==> config.mk <==
export PLATFORM = sky130hd
export DESIGN_NAME = dmem_arbiter
export DESIGN_NICKNAME = d
export VERILOG_FILES = /design/src/rtl/dmem_arbiter_pkg.sv /design/src/rtl/dmem_lane_align.sv /design/src/rtl/dmem_arbiter.sv
export SDC_FILE = /design/constraint.sdc
export NUM_CORES = 1
export LEC_CHECK = 0
export ABC_AREA = 1
export ABC_CLOCK_PERIOD_IN_PS = 3900
export CORE_MARGIN = 2
export CORE_UTILIZATION = 44
export DETAILED_ROUTE_END_ITERATION = 7
export MAX_ROUTING_LAYER = met4
export PLACE_DENSITY = 0.85
export SLEW_MARGIN = 10
export SYNTH_ARGS = -nofsm -noshare
export SYNTH_HDL_FRONTEND = slang
export SYNTH_SLANG_ARGS = --single-unit
==> constraint.sdc <==
create_clock -name clk -period 3.9 [get_ports clk]
set_input_delay 1.17 -clock clk [delete_from_list [all_inputs] [get_ports clk]]
set_output_delay 1.17 -clock clk [all_outputs]
set_load 0.02 [all_outputs]
==> src/rtl/dmem_arbiter_pkg.sv <==
// Shared definitions for the data-memory arbiter: load/store size codes,
// FSM state encoding, byte-lane strobe patterns and the access legality check.
package dmem_arbiter_pkg;

  // funct3 size/sign codes
  localparam logic [2:0] F3_B  = 3'b000;
  localparam logic [2:0] F3_H  = 3'b001;
  localparam logic [2:0] F3_W  = 3'b010;
  localparam logic [2:0] F3_BU = 3'b100;
  localparam logic [2:0] F3_HU = 3'b101;

  // byte-lane write strobes
  localparam logic [3:0] STRB_NONE    = 4'b0000;
  localparam logic [3:0] STRB_BYTE0   = 4'b0001;
  localparam logic [3:0] STRB_HALF_LO = 4'b0011;
  localparam logic [3:0] STRB_HALF_HI = 4'b1100;
  localparam logic [3:0] STRB_WORD    = 4'b1111;

  typedef enum logic [1:0] {
    ST_IDLE    = 2'd0,
    ST_RD_WAIT = 2'd1,
    ST_RESP    = 2'd2
  } state_e;

  // 1 when the access is misaligned or its funct3 is not legal for its
  // direction (stores have no unsigned forms).
  function automatic logic access_err(input logic       we,
                                      input logic [2:0] f3,
                                      input logic [1:0] a);
    logic e;
    e = 1'b0;
    case (f3)
      F3_B:    e = 1'b0;
      F3_H:    e = a[0];
      F3_W:    e = (a != 2'b00);
      F3_BU:   e = we;
      F3_HU:   e = we | a[0];
      default: e = 1'b1;
    endcase
    return e;
  endfunction

endpackage

==> src/rtl/dmem_lane_align.sv <==
// Combinational byte-lane handling for the data-memory arbiter.
// Store side: strobes by size/address, store data replicated into all lanes.
// Load side: byte/half selected by address, sign- or zero-extended by funct3.
// Ports:
//   i_st_funct3/i_st_addr/i_st_wdata -> o_st_strb, o_st_wdata
//   i_ld_funct3/i_ld_addr/i_ld_word  -> o_ld_data
module dmem_lane_align
  import dmem_arbiter_pkg::*;
#(
  parameter int unsigned DATA_W = 32
) (
  input  logic [2:0]        i_st_funct3,
  input  logic [1:0]        i_st_addr,
  input  logic [DATA_W-1:0] i_st_wdata,
  output logic [3:0]        o_st_strb,
  output logic [DATA_W-1:0] o_st_wdata,
  input  logic [2:0]        i_ld_funct3,
  input  logic [1:0]        i_ld_addr,
  input  logic [DATA_W-1:0] i_ld_word,
  output logic [DATA_W-1:0] o_ld_data
);

  localparam int unsigned LANE_W = DATA_W / 4;
  localparam int unsigned HALF_W = DATA_W / 2;

  logic [LANE_W-1:0] w_st_byte;
  logic [HALF_W-1:0] w_st_half;
  logic [DATA_W-1:0] w_ld_shifted;
  logic [LANE_W-1:0] w_ld_byte;
  logic [HALF_W-1:0] w_ld_half;

  always_comb begin
    w_st_byte  = i_st_wdata[LANE_W-1:0];
    w_st_half  = i_st_wdata[HALF_W-1:0];
    o_st_strb  = STRB_NONE;
    o_st_wdata = '0;
    case (i_st_funct3)
      F3_B: begin
        o_st_strb  = STRB_BYTE0 << i_st_addr;
        o_st_wdata = {4{w_st_byte}};
      end
      F3_H: begin
        o_st_strb  = i_st_addr[1] ? STRB_HALF_HI : STRB_HALF_LO;
        o_st_wdata = {2{w_st_half}};
      end
      F3_W: begin
        o_st_strb  = STRB_WORD;
        o_st_wdata = i_st_wdata;
      end
      default: begin
        o_st_strb  = STRB_NONE;
        o_st_wdata = '0;
      end
    endcase
  end

  // Shifting the word down by the byte offset puts the addressed byte or
  // (aligned) half in the low bits for every size.
  always_comb begin
    w_ld_shifted = i_ld_word >> (32'(i_ld_addr) * LANE_W);
    w_ld_byte    = w_ld_shifted[LANE_W-1:0];
    w_ld_half    = w_ld_shifted[HALF_W-1:0];
    o_ld_data    = '0;
    case (i_ld_funct3)
      F3_B:    o_ld_data = {{(DATA_W-LANE_W){w_ld_byte[LANE_W-1]}}, w_ld_byte};
      F3_H:    o_ld_data = {{(DATA_W-HALF_W){w_ld_half[HALF_W-1]}}, w_ld_half};
      F3_W:    o_ld_data = i_ld_word;
      F3_BU:   o_ld_data = {{(DATA_W-LANE_W){1'b0}}, w_ld_byte};
      F3_HU:   o_ld_data = {{(DATA_W-HALF_W){1'b0}}, w_ld_half};
      default: o_ld_data = '0;
    endcase
  end

endmodule

==> src/rtl/dmem_arbiter.sv <==
// Two-port data-memory arbiter (p0 = core LSU, p1 = DMA) in front of a
// single-ported word memory with one-cycle read latency.
// Round-robin grant in IDLE; stores complete in the grant cycle, loads return
// two cycles after grant, misaligned/illegal accesses return err one cycle
// after grant without touching memory.
// Ports:
//   clk, rst_n                 clock, async active-low reset
//   pX_req/we/addr/wdata/funct3  request side of port X
//   pX_gnt/rvalid/rdata/err      response side of port X
//   mem_addr/wdata/we/re, mem_rdata  memory interface
module dmem_arbiter
  import dmem_arbiter_pkg::*;
#(
  parameter int unsigned DM_ADDRESS = 9,
  parameter int unsigned DATA_W     = 32
) (
  input  logic                  clk,
  input  logic                  rst_n,
  input  logic                  p0_req,
  input  logic                  p0_we,
  input  logic [DM_ADDRESS-1:0] p0_addr,
  input  logic [DATA_W-1:0]     p0_wdata,
  input  logic [2:0]            p0_funct3,
  output logic                  p0_gnt,
  output logic                  p0_rvalid,
  output logic [DATA_W-1:0]     p0_rdata,
  output logic                  p0_err,
  input  logic                  p1_req,
  input  logic                  p1_we,
  input  logic [DM_ADDRESS-1:0] p1_addr,
  input  logic [DATA_W-1:0]     p1_wdata,
  input  logic [2:0]            p1_funct3,
  output logic                  p1_gnt,
  output logic                  p1_rvalid,
  output logic [DATA_W-1:0]     p1_rdata,
  output logic                  p1_err,
  output logic [DM_ADDRESS-1:0] mem_addr,
  output logic [DATA_W-1:0]     mem_wdata,
  output logic [3:0]            mem_we,
  output logic                  mem_re,
  input  logic [DATA_W-1:0]     mem_rdata
);

  state_e                r_state;
  state_e                w_state_nxt;
  logic                  r_prio_p1;
  logic                  r_port;
  logic                  r_we;
  logic [DM_ADDRESS-1:0] r_addr;
  logic [DATA_W-1:0]     r_wdata;
  logic [2:0]            r_funct3;
  logic                  r_err;
  logic [DATA_W-1:0]     r_rword;

  logic                  w_idle_gnt;
  logic                  w_sel_p1;
  logic                  w_we;
  logic [DM_ADDRESS-1:0] w_addr;
  logic [DATA_W-1:0]     w_wdata;
  logic [2:0]            w_f3;
  logic                  w_err;
  logic [3:0]            w_st_strb;
  logic [DATA_W-1:0]     w_st_wdata;
  logic [DATA_W-1:0]     w_ld_data;
  logic [DATA_W-1:0]     w_resp_data;

  // Grant is qualified by rst_n so a request held during reset cannot pulse
  // gnt while the state register is forced to IDLE.
  assign w_idle_gnt = rst_n && (r_state == ST_IDLE) && (p0_req || p1_req);
  assign w_sel_p1   = p1_req && (!p0_req || r_prio_p1);

  assign w_we    = w_sel_p1 ? p1_we     : p0_we;
  assign w_addr  = w_sel_p1 ? p1_addr   : p0_addr;
  assign w_wdata = w_sel_p1 ? p1_wdata  : p0_wdata;
  assign w_f3    = w_sel_p1 ? p1_funct3 : p0_funct3;
  assign w_err   = access_err(w_we, w_f3, w_addr[1:0]);

  dmem_lane_align #(
    .DATA_W(DATA_W)
  ) u_lane_align (
    .i_st_funct3(w_f3),
    .i_st_addr  (w_addr[1:0]),
    .i_st_wdata (w_wdata),
    .o_st_strb  (w_st_strb),
    .o_st_wdata (w_st_wdata),
    .i_ld_funct3(r_funct3),
    .i_ld_addr  (r_addr[1:0]),
    .i_ld_word  (r_rword),
    .o_ld_data  (w_ld_data)
  );

  always_ff @(posedge clk or negedge rst_n) begin
    if (!rst_n) r_state <= ST_IDLE;
    else        r_state <= w_state_nxt;
  end

  always_comb begin
    w_state_nxt = r_state;
    case (r_state)
      ST_IDLE: begin
        if (w_idle_gnt) begin
          if (w_err)      w_state_nxt = ST_RESP;
          else if (!w_we) w_state_nxt = ST_RD_WAIT;
        end
      end
      ST_RD_WAIT: w_state_nxt = ST_RESP;
      ST_RESP:    w_state_nxt = ST_IDLE;
      default:    w_state_nxt = ST_IDLE;
    endcase
  end

  always_ff @(posedge clk or negedge rst_n) begin
    if (!rst_n) begin
      r_prio_p1 <= 1'b0;
      r_port    <= 1'b0;
      r_we      <= 1'b0;
      r_addr    <= '0;
      r_wdata   <= '0;
      r_funct3  <= '0;
      r_err     <= 1'b0;
      r_rword   <= '0;
    end else begin
      if (w_idle_gnt) begin
        r_prio_p1 <= !w_sel_p1;
        r_port    <= w_sel_p1;
        r_we      <= w_we;
        r_addr    <= w_addr;
        r_wdata   <= w_st_wdata;
        r_funct3  <= w_f3;
        r_err     <= w_err;
      end
      if ((r_state == ST_RD_WAIT) && !r_we) r_rword <= mem_rdata;
    end
  end

  assign w_resp_data = (r_err || r_we) ? '0 : w_ld_data;

  // Outside a memory-touching grant the address/data buses hold the last
  // latched values; only the strobes are forced low.
  always_comb begin
    p0_gnt    = 1'b0;
    p1_gnt    = 1'b0;
    p0_rvalid = 1'b0;
    p1_rvalid = 1'b0;
    p0_err    = 1'b0;
    p1_err    = 1'b0;
    p0_rdata  = '0;
    p1_rdata  = '0;
    mem_we    = STRB_NONE;
    mem_re    = 1'b0;
    mem_addr  = {r_addr[DM_ADDRESS-1:2], 2'b00};
    mem_wdata = r_wdata;
    if (w_idle_gnt) begin
      p0_gnt = !w_sel_p1;
      p1_gnt = w_sel_p1;
      if (!w_err) begin
        mem_addr = {w_addr[DM_ADDRESS-1:2], 2'b00};
        if (w_we) begin
          mem_we    = w_st_strb;
          mem_wdata = w_st_wdata;
        end else begin
          mem_re = 1'b1;
        end
      end
    end
    if (r_state == ST_RESP) begin
      if (r_port) begin
        p1_rvalid = 1'b1;
        p1_err    = r_err;
        p1_rdata  = w_resp_data;
      end else begin
        p0_rvalid = 1'b1;
        p0_err    = r_err;
        p0_rdata  = w_resp_data;
      end
    end
  end

endmodule

# Yosys cells after proc, flatten, opt, wreduce, memory -nomap -nowiden
# Index checks and enable logic that the tools add are counted.
# word_totals
reg_bits	82
in_bits	126
# classes
eq_ne	12
shift	2
muxes	39
bitwise_logic	1
n_reduce_logical	15
# ops
operator	count
$mux 32	9
$pmux 32 s5	1
$pmux 32 s3	1
$shr 32x5->16	1
$mux 9	3
$mux 4	4
$mux 1	14
$eq 3x3->1 const B	4
$pmux 4 s3	1
$eq 3x1->1 const B	2
$eq 3x2->1 const B	2
$logic_not 3->1	2
$mux 2	3
$pmux 1 s5	1
$logic_and 1x1->1	4
$pmux 2 s2	1
$shl 1x2->4 const A	1
$logic_not 1->1	3
$logic_or 1x1->1	3
$mux 3	1
$ne 3x3->1 const B	1
$eq 2x1->1 const B	1
$eq 2x2->1 const B	1
$logic_not 2->1	1
other kinds (4)	4

# Longest topological paths before layout
# Gate-level depths: netlist of the first run.
# depth
ltp_word	9
ltp_mapped	14

# Cells and area by module
# From an unflattened synthesis of the first run, not the netlist that was laid out.
# hier_totals
cells_unflattened	1029
area_unflattened_um2	6507.5
# modules_own_cells
mod	instances	cells_each	area_each_um2
dmem_arbiter	1	741	5044.8
dmem_lane_align	1	288	1462.7

# Least setup slack after synthesis of the first run
# OpenSTA, ideal clock, no wires.
# synth_path
path_kind	input port to output port
startpoint	input port p1_req
endpoint	output port mem_addr[7]
arrival_time_ps	2733
required_time_ps	2730
setup_slack_ps	-3
stages	11
n_path_buf	2
path_cell_list	buf_4 nand2_4 nand2_1 nand2_4 nand2_1 nor2_2 nand2_1 nand2_4 nand2_2 buf_2 o21ai_0
# synth_between
elab_chain_cells	6
word_cells_on_any_way	16
classes_between	eq/ne: 4; mux: 6; bitwise: 1; reduce/logical: 5
# synth_lines
item	line_no	rtl
start: declaration	dmem_arbiter.sv:28	input logic p1_req,
$logic_and 1x1->1	dmem_arbiter.sv:70	assign w_sel_p1 = p1_req && (!p0_req || r_prio_p1);
$mux 3 (tied with other cells)	dmem_arbiter.sv:75	assign w_f3 = w_sel_p1 ? p1_funct3 : p0_funct3;
$eq 3x3->1 (tied with other cells)	dmem_arbiter_pkg.sv:32	case (f3)
$pmux 1 s5	dmem_arbiter_pkg.sv:32	
$mux 9	dmem_arbiter.sv:156	if (!w_err) begin
$mux 9 *	dmem_arbiter.sv:153	if (w_idle_gnt) begin
end: declaration	dmem_arbiter.sv:37	output logic [DM_ADDRESS-1:0] mem_addr,
# Every way passes the cells marked *; elsewhere a longest branch is shown, timed or not.

# Worst setup path after layout of the first run
# layout_path
startpoint	input port p0_funct3[2]
endpoint	output port mem_wdata[29]
# layout_between
elab_chain_cells	6
word_cells_on_any_way	11
classes_between	eq/ne: 4; mux: 6; reduce/logical: 1
# layout_lines
item	line_no	rtl
start: declaration	dmem_arbiter.sv:23	input logic [2:0] p0_funct3,
$mux 3 *	dmem_arbiter.sv:75	
$eq 3x2->1 (tied with other cells)	dmem_arbiter_pkg.sv:32, dmem_lane_align.sv:37	
$pmux 32 s3	dmem_lane_align.sv:37	case (i_st_funct3)
$mux 32	dmem_arbiter.sv:158	if (w_we) begin
$mux 32 *	dmem_arbiter.sv:156	
$mux 32 *	dmem_arbiter.sv:153	
end: declaration	dmem_arbiter.sv:38	output logic [DATA_W-1:0] mem_wdata,
# Marked as above.

==> flow_summary_export.csv, run 1 <==
group,metric,value,unit
synth,synth_cells,917,
critical_path,crit_fanout,12,
sta,worst_pin_slew,0.925,ns
power_and_ir_drop,clock_power_share,18.6,%
detailed_routing,viasPerCell,5.62,
grt,grt_pass1_vias,7256,
sta,fmax,0.253,GHz
detailed_routing,dr.pass1.iters,8,
min_path,min_path_type,"flop to flop",
floorplanning,core-area,13100,um^2
power_and_ir_drop,netSwitchingFraction,44.0,%
power_and_ir_drop,p_comb_share,52.2,%
final_layout,drive_gt1_share,21.5,%
clock_network,cts_buffers,9,
critical_path,worstPathCellList,"dlygate4sd2_1 > inv_1 > nand2_4 > nand2_4 > buf_8 > buf_4 > nand4_1 > nand3_1 > nand2_1 > o21ai_1 > buf_4",
sta,rsz0062_at_grt,"true",
floorplanning,dieHeight,119,um
critical_path,r2r-end,"r_wdata[13]",
detailed_routing,wire_per_inst,17.4,um
critical_path,cp_slowest_cell,"dlygate4sd2_1",
clock_network,cts_htree_levels,3,
critical_path,critical_path_class,"input port to output pin",
clock_network,clock_sinks,82,
floorplanning,dieArea,14200,um^2
critical_path,reg2reg_depth,12,
sta,period_needed,3.96,ns
sta,skew,0.00830,ns
final_layout,areaGrowthSynthToFinish,66.6,%
placed_design,numPortBuffers,239,
clock_network,cts.clk_slew.worst_paths,0.06,ns
floorplanning,row_count,42,
synth,synth.area.mux_share,1.40,%
power_and_ir_drop,finalPower,4410,uW
synth,synth_common_cells,"nand2_1 (268), nor2_1 (139), o21ai_0 (83), dfrtp_1 (82), a21oi_1 (64)",
critical_path,cp-start-kind,"input port",
detailed_routing,ant_nets,0,
grt,track_usage,32.0,%
detailed_routing,routed_wl,24200,um
synth,synth_xor_area_share,0,%
final_layout,fin_nets,1338,
outcome,violations,"negative setup slack",
grt,grt_pass1_wl,35200,um
synth,ys.flop_type,"dfrtp_1",
synth,ys_warn_count,0,
synth,netlist_top_cells_area,"dfrtp_1 (35%), nand2_1 (17%), nor2_1 (9.0%), o21ai_0 (7.1%), a21oi_1 (5.5%)",
grt,grt_max_degree,56,
synth,synth_top_family_by_area,"simple AND/OR/NAND/NOR gates",
clock_network,cts_hold_buf,0,
detailed_routing,drt_iter0_markers,753,
clock_network,clock_latency,0.34,ns
clock_network,cts_root_buf,"clkbuf_16",
power_and_ir_drop,p_int,2470,uW
synth,yosys.area_share.adder,0,%
synth,synth-seq-area-share,35.3,%
critical_path,endpoint_kind,"output pin",
floorplanning,die-width,119,um
detailed_routing,post-route-drc-count,0,
critical_path,worstPathArrival,2.79,ns
critical_path,reg2reg_slack,1.87,ns
sta,fin_setup_tns,-0.537,ns
synth,post_synth_and_or_nand_nor_area_fraction,36.1,%
synth,synth_most_common_cell,"nand2_1",
grt,grt_overflow_total,0,
critical_path,cpPeakStageDelay,0.23,ns
power_and_ir_drop,seq_power_share,29.3,%
placed_design,place.gp.congestion,1.04,
sta,slew_viol_final,0,
sta,finalCritPeriodShare,101,%
power_and_ir_drop,vdd_drop_max,0.220,mV
critical_path,r2r-start,"r_prio_p1",
power_and_ir_drop,powerDensity,455,nW/um^2
floorplanning,io_pins,242,
sta,setup_viol,26,
placed_design,hpwl,16400,um
power_and_ir_drop,switchingPower,1940,uW
final_layout,n_antenna_cell,0,
grt,antenna_found_initial,0,
synth,ys_ff_latch,82,
synth,synth_edf_count,0,
synth,avgSynthCellArea,6.34,um^2
floorplanning,start_util,44.5,%
synth,synth_area_leader_cell,"dfrtp_1",
detailed_routing,vias,7835,
outcome,status,"complete, but fails checks",
sta,fin_ws,-0.0575,ns
sta,relSlewSlack,38.3,%
synth,synth_top_area_share,35.3,%
power_and_ir_drop,p_leak,0.00468,uW
clock_network,cts_tree,"yes",
synth,ys_types,31,
critical_path,critPathRequiredTime,2.73,ns
sta,hold_slack,0.485,ns
synth,async_flop_share,100,%
clock_network,cts.path.max_buffers,2,
critical_path,crit_path_start,"p0_funct3[2]",
synth,synth_compound_area_share,18.0,%
synth,netlist_area,5820,um^2
job,drv_cap,0,
sta,hold_viol,0,
critical_path,crit_end,"mem_wdata[29]",
[placed cells by master, fill, tap and decap left out, types with 3 or more instances in the layout]
master,netlist,routed
nor2_4,0,4
a21boi_2,0,5
o21ai_1,31,22
inv_2,3,6
nand3_2,2,6
nor2_1,139,134
mux2i_1,7,7
nand2_1,268,235
clkbuf_16,0,11
o21ai_4,0,7
nand3_1,51,46
clkdlybuf4s50_1,0,175
nand2_4,5,10
nor2_2,2,3
inv_1,58,54
buf_12,0,7
buf_2,12,15
o211ai_1,8,8
nand4_1,29,29
nand2_8,0,5
a21oi_1,64,64
o21ai_2,2,11
dlygate4sd2_1,0,7
dfrtp_1,82,80
buf_6,5,25
o21ai_0,83,76
buf_4,4,100
dlymetal6s2s_1,0,8
nand2_2,6,30
[how the worst min path moves through the flow]
stage / startpoint / endpoint / slack [ns] / cells past startpoint
2_1_floorplan: r_wdata[31] / r_wdata[31] / 0.45 / 2
3_3_place_gp: r_wdata[30] / r_wdata[30] / 0.46 / 2
3_5_place_dp: r_wdata[31] / r_wdata[31] / 0.47 / 2
4_1_cts: r_wdata[31] / r_wdata[31] / 0.49 / 2
5_1_grt: r_wdata[28] / r_wdata[28] / 0.53 / 2
6_report: r_addr[2] / r_addr[2] / 0.49 / 2
[stage by stage]
step / area (um^2) / util, % / worst slack, ns / cells
6_report: 9690 / 74.1 / -0.0575 / 1393
5_1_grt: 9690 / 74.1 / -0.121 / 1393
4_1_cts: 9300 / 71.1 / 0.00517 / 1385
3_5_place_dp: 8880 / 67.8 / -0.966 / 1360
3_3_place_gp: 8880 / 67.8 / -0.911 / 1360
2_1_floorplan: 5820 / - / 0.0591 / 918
[logic make-up (layout without fill, tap and decap cells)]
group	Yosys count	count (layout)
muxes	8	8
other	1	2
buffers and inverters	125	423
DFF	82	82
AOI/OAI and AO/OA	198	198
and+or+nand+nor	503	504
[timing repair]
action                                  in CTS  in global routing
setup buffers                                9                  5
pin swaps                                   22                 20
resized for setup                          269                 97
gates cloned                                 1                  3
endpoints found under the setup margin      46                104
[cell type report]
type                    count  area [um^2]
well taps                 176          220
clock inverters             5         37.5
repair buffers            344         3280
inverters                  63          245
multi-input cells         712         3610
flip-flops and latches     82         2050
clock buffers              11          243
fillers                   980         3390
[critical path, delay by kind of cell]
kind,cells,cell delay (ns)
buf+inv,5,0.85
compound gates,1,0.17
simple gates,5,0.58
[per-layer routing]
layer	track usage (%)	part of all wire, %	vias to the layer above
met3	7.04	9.1	134
met1	35.5	36	3589
met5	-	0	-
met2	54.5	48	535
li1	-	-	3577
met4	15.8	6.0	0
[sequential cells by signal, summed over array words and instances (netlist names)]
signal	count
r_addr	9
r_err	1
r_funct3	3
r_port	1
r_prio_p1	1
r_rword	32
r_state	2
r_wdata	32
r_we	1
[power groups by stage]
stage / clock [uW] / combinational [uW] / sequential (uW)
6_report: 819 / 2300 / 1290
2_1_floorplan: 0 / 1250 / 1230
3_5_place_dp: 0 / 2110 / 1290
3_3_place_gp: 0 / 2070 / 1280
5_1_grt: 858 / 2500 / 1320
4_1_cts: 819 / 2140 / 1280
Note: power is estimated with default switching activity, not from simulation.
==> inputs of run 2 (changes only) <==
--- a/config.mk
+++ b/config.mk
@@ -7,6 +7,7 @@
 export LEC_CHECK = 0
 export ABC_AREA = 1
 export ABC_CLOCK_PERIOD_IN_PS = 3900
+export CAP_MARGIN = 30
 export CORE_MARGIN = 2
 export CORE_UTILIZATION = 44
 export DETAILED_ROUTE_END_ITERATION = 7
==> flow_summary_export.csv, run 2 (synthesis gave the netlist of run 1 again) <==
group,metric,value,unit
critical_path,critPathRequiredTime,2.73,ns
clock_network,clock_sinks,82,
clock_network,clock_latency,0.35,ns
grt,antenna_found_initial,0,
detailed_routing,viasPerCell,5.61,
grt,grt_pass1_vias,7256,
placed_design,dp_slack,-0.966,ns
grt,use_met3,7.04,%
power_and_ir_drop,p_leak,0.00487,uW
sta,hold_slack,0.486,ns
grt,track_usage,32.0,%
detailed_routing,drt_iter0_markers,838,
outcome,violations,"design-rule violations, negative setup slack",
detailed_routing,post-route-drc-count,1,
sta,relSlewSlack,60.0,%
min_path,min_path_type,"flop to flop",
detailed_routing,vias,7830,
sta,hold_viol,0,
critical_path,reg2reg_slack,1.81,ns
detailed_routing,routed_wl,24500,um
outcome,status,"complete, but fails checks",
job,drv_cap,0,
final_layout,n_antenna_cell,0,
clock_network,cts.clk_slew.worst_paths,0.06,ns
clock_network,cts_tree,"yes",
sta,slew_viol_final,0,
final_layout,utilization,74.5,%
floorplanning,start_util,44.5,%
grt,grt.busiest_layer,"met2",
detailed_routing,dr.pass1.iters,8,
critical_path,critical_path_class,"input port to output pin",
final_layout,areaGrowthSynthToFinish,67.5,%
floorplanning,core-area,13100,um^2
grt,grt_pass1_wl,35200,um
power_and_ir_drop,powerDensity,455,nW/um^2
grt,use_met1,35.5,%
clock_network,cts_htree_levels,3,
critical_path,endpoint_kind,"output pin",
critical_path,cp-start-kind,"input port",
floorplanning,dieHeight,119,um
floorplanning,io_pins,242,
grt,grt_max_degree,56,
grt,grt_use_met2,54.5,%
placed_design,hpwl,16400,um
floorplanning,dieArea,14200,um^2
detailed_routing,wire_per_inst,17.6,um
critical_path,worstPathArrival,2.73,ns
placed_design,place.gp.congestion,1.04,
power_and_ir_drop,finalPower,4440,uW
placed_design,placed_area,8880,um^2
final_layout,layout_commonest_cell,"nand2_1",
sta,finalCritPeriodShare,100,%
clock_network,cts_buffers,9,
detailed_routing,ant_nets,0,
sta,fmax,0.256,GHz
critical_path,crit_fanout,8,
clock_network,cts_root_buf,"clkbuf_16",
final_layout,fin_nets,1340,
grt,grt_overflow_total,0,
floorplanning,row_count,42,
power_and_ir_drop,vdd_drop_max,0.220,mV
clock_network,cts.path.max_buffers,2,
final_layout,final_cell_mix,"nand2_1 (240), clkdlybuf4s50_1 (166), nor2_1 (134)",
final_layout,final_area,9750,um^2
sta,fin_ws,-0.000311,ns
sta,setup_viol,1,
placed_design,numPortBuffers,239,
floorplanning,die-width,119,um
final_layout,largestRegisters,"r_rword (32), r_wdata (32), r_addr (9)",
final_layout,drive_gt1_share,20.9,%
sta,skew,0.00856,ns
sta,period_needed,3.90,ns
sta,worst_pin_slew,0.600,ns
==> run 2: cell types whose count changed in the layout (fill, tap and decap cells not counted), moves of 3 or more <==
cell,delta
dlymetal6s2s_1,+9
buf_4,-3
nand2_1,+5
clkdlybuf4s50_1,-9
o21ai_2,-4
o21ai_1,+4
nand2_2,-4
==> run 2: through the flow <==
step / setup TNS, ns / instances
after global routing: -1.07 / 1395
after floorplan: 0 / 918
final: -0.000311 / 1395
after detailed placement: -38.03 / 1360
after global placement: -36.82 / 1360
after CTS: 0 / 1385
==> run 2: layout make-up <==
type	count	area (um^2)
tap	176	220
clock buffer	11	243
clock inverter	5	37.5
timing repair buffer	346	3370
fill	980	3340
multi-input combinational	712	3580
sequential	82	2050
inverter	63	246
==> run 2: layer usage <==
| layer | routed length (um) | up-vias | share of wire, % |
|---|---|---|---|
| li1 | - | 3577 | - |
| met2 | 11900 | 516 | 48 |
| met4 | 1510 | 0 | 6.1 |
| met3 | 2240 | 130 | 9.1 |
| met5 | 0 | - | 0 |
| met1 | 8890 | 3607 | 36 |
==> run 2: worst max-delay path, cell delays in order <==
cell	delay, ns
buf_8	0.09
nand2_8	0.09
nand2_8	0.13
inv_4	0.06
nand2_2	0.08
nand2_2	0.09
nor2_4	0.12
nand2_2	0.07
nand2_4	0.12
nand2_8	0.09
buf_12	0.15
buf_6	0.13
nand2_1	0.08
o21ai_1	0.08
buf_4	0.16
==> run 2: report_power, final <==
part	switching [uW]	leakage (uW)	internal (uW)
registers	166	0.00101	1120
clock network	378	0.000132	452
logic	1410	0.00373	909
==> run 2: worst paths after layout <==
path	cells after the start	startpoint	end
max in group asynchronous	3	rst_n	r_funct3[1]
min	2	r_addr[2]	r_addr[2]
max	15	p0_req	mem_wdata[30]
max reg2reg	12	r_prio_p1	r_wdata[11]
min reg2reg	2	r_addr[2]	r_addr[2]
min in group asynchronous	2	rst_n	r_wdata[19]
==> run 2: what timing repair did <==
item	in CTS	in global routing
pin swaps	22	26
cloned	1	3
setup buffers	9	6
hold buffers	0	0
setup endpoints to repair	46	104
resized for setup	269	98
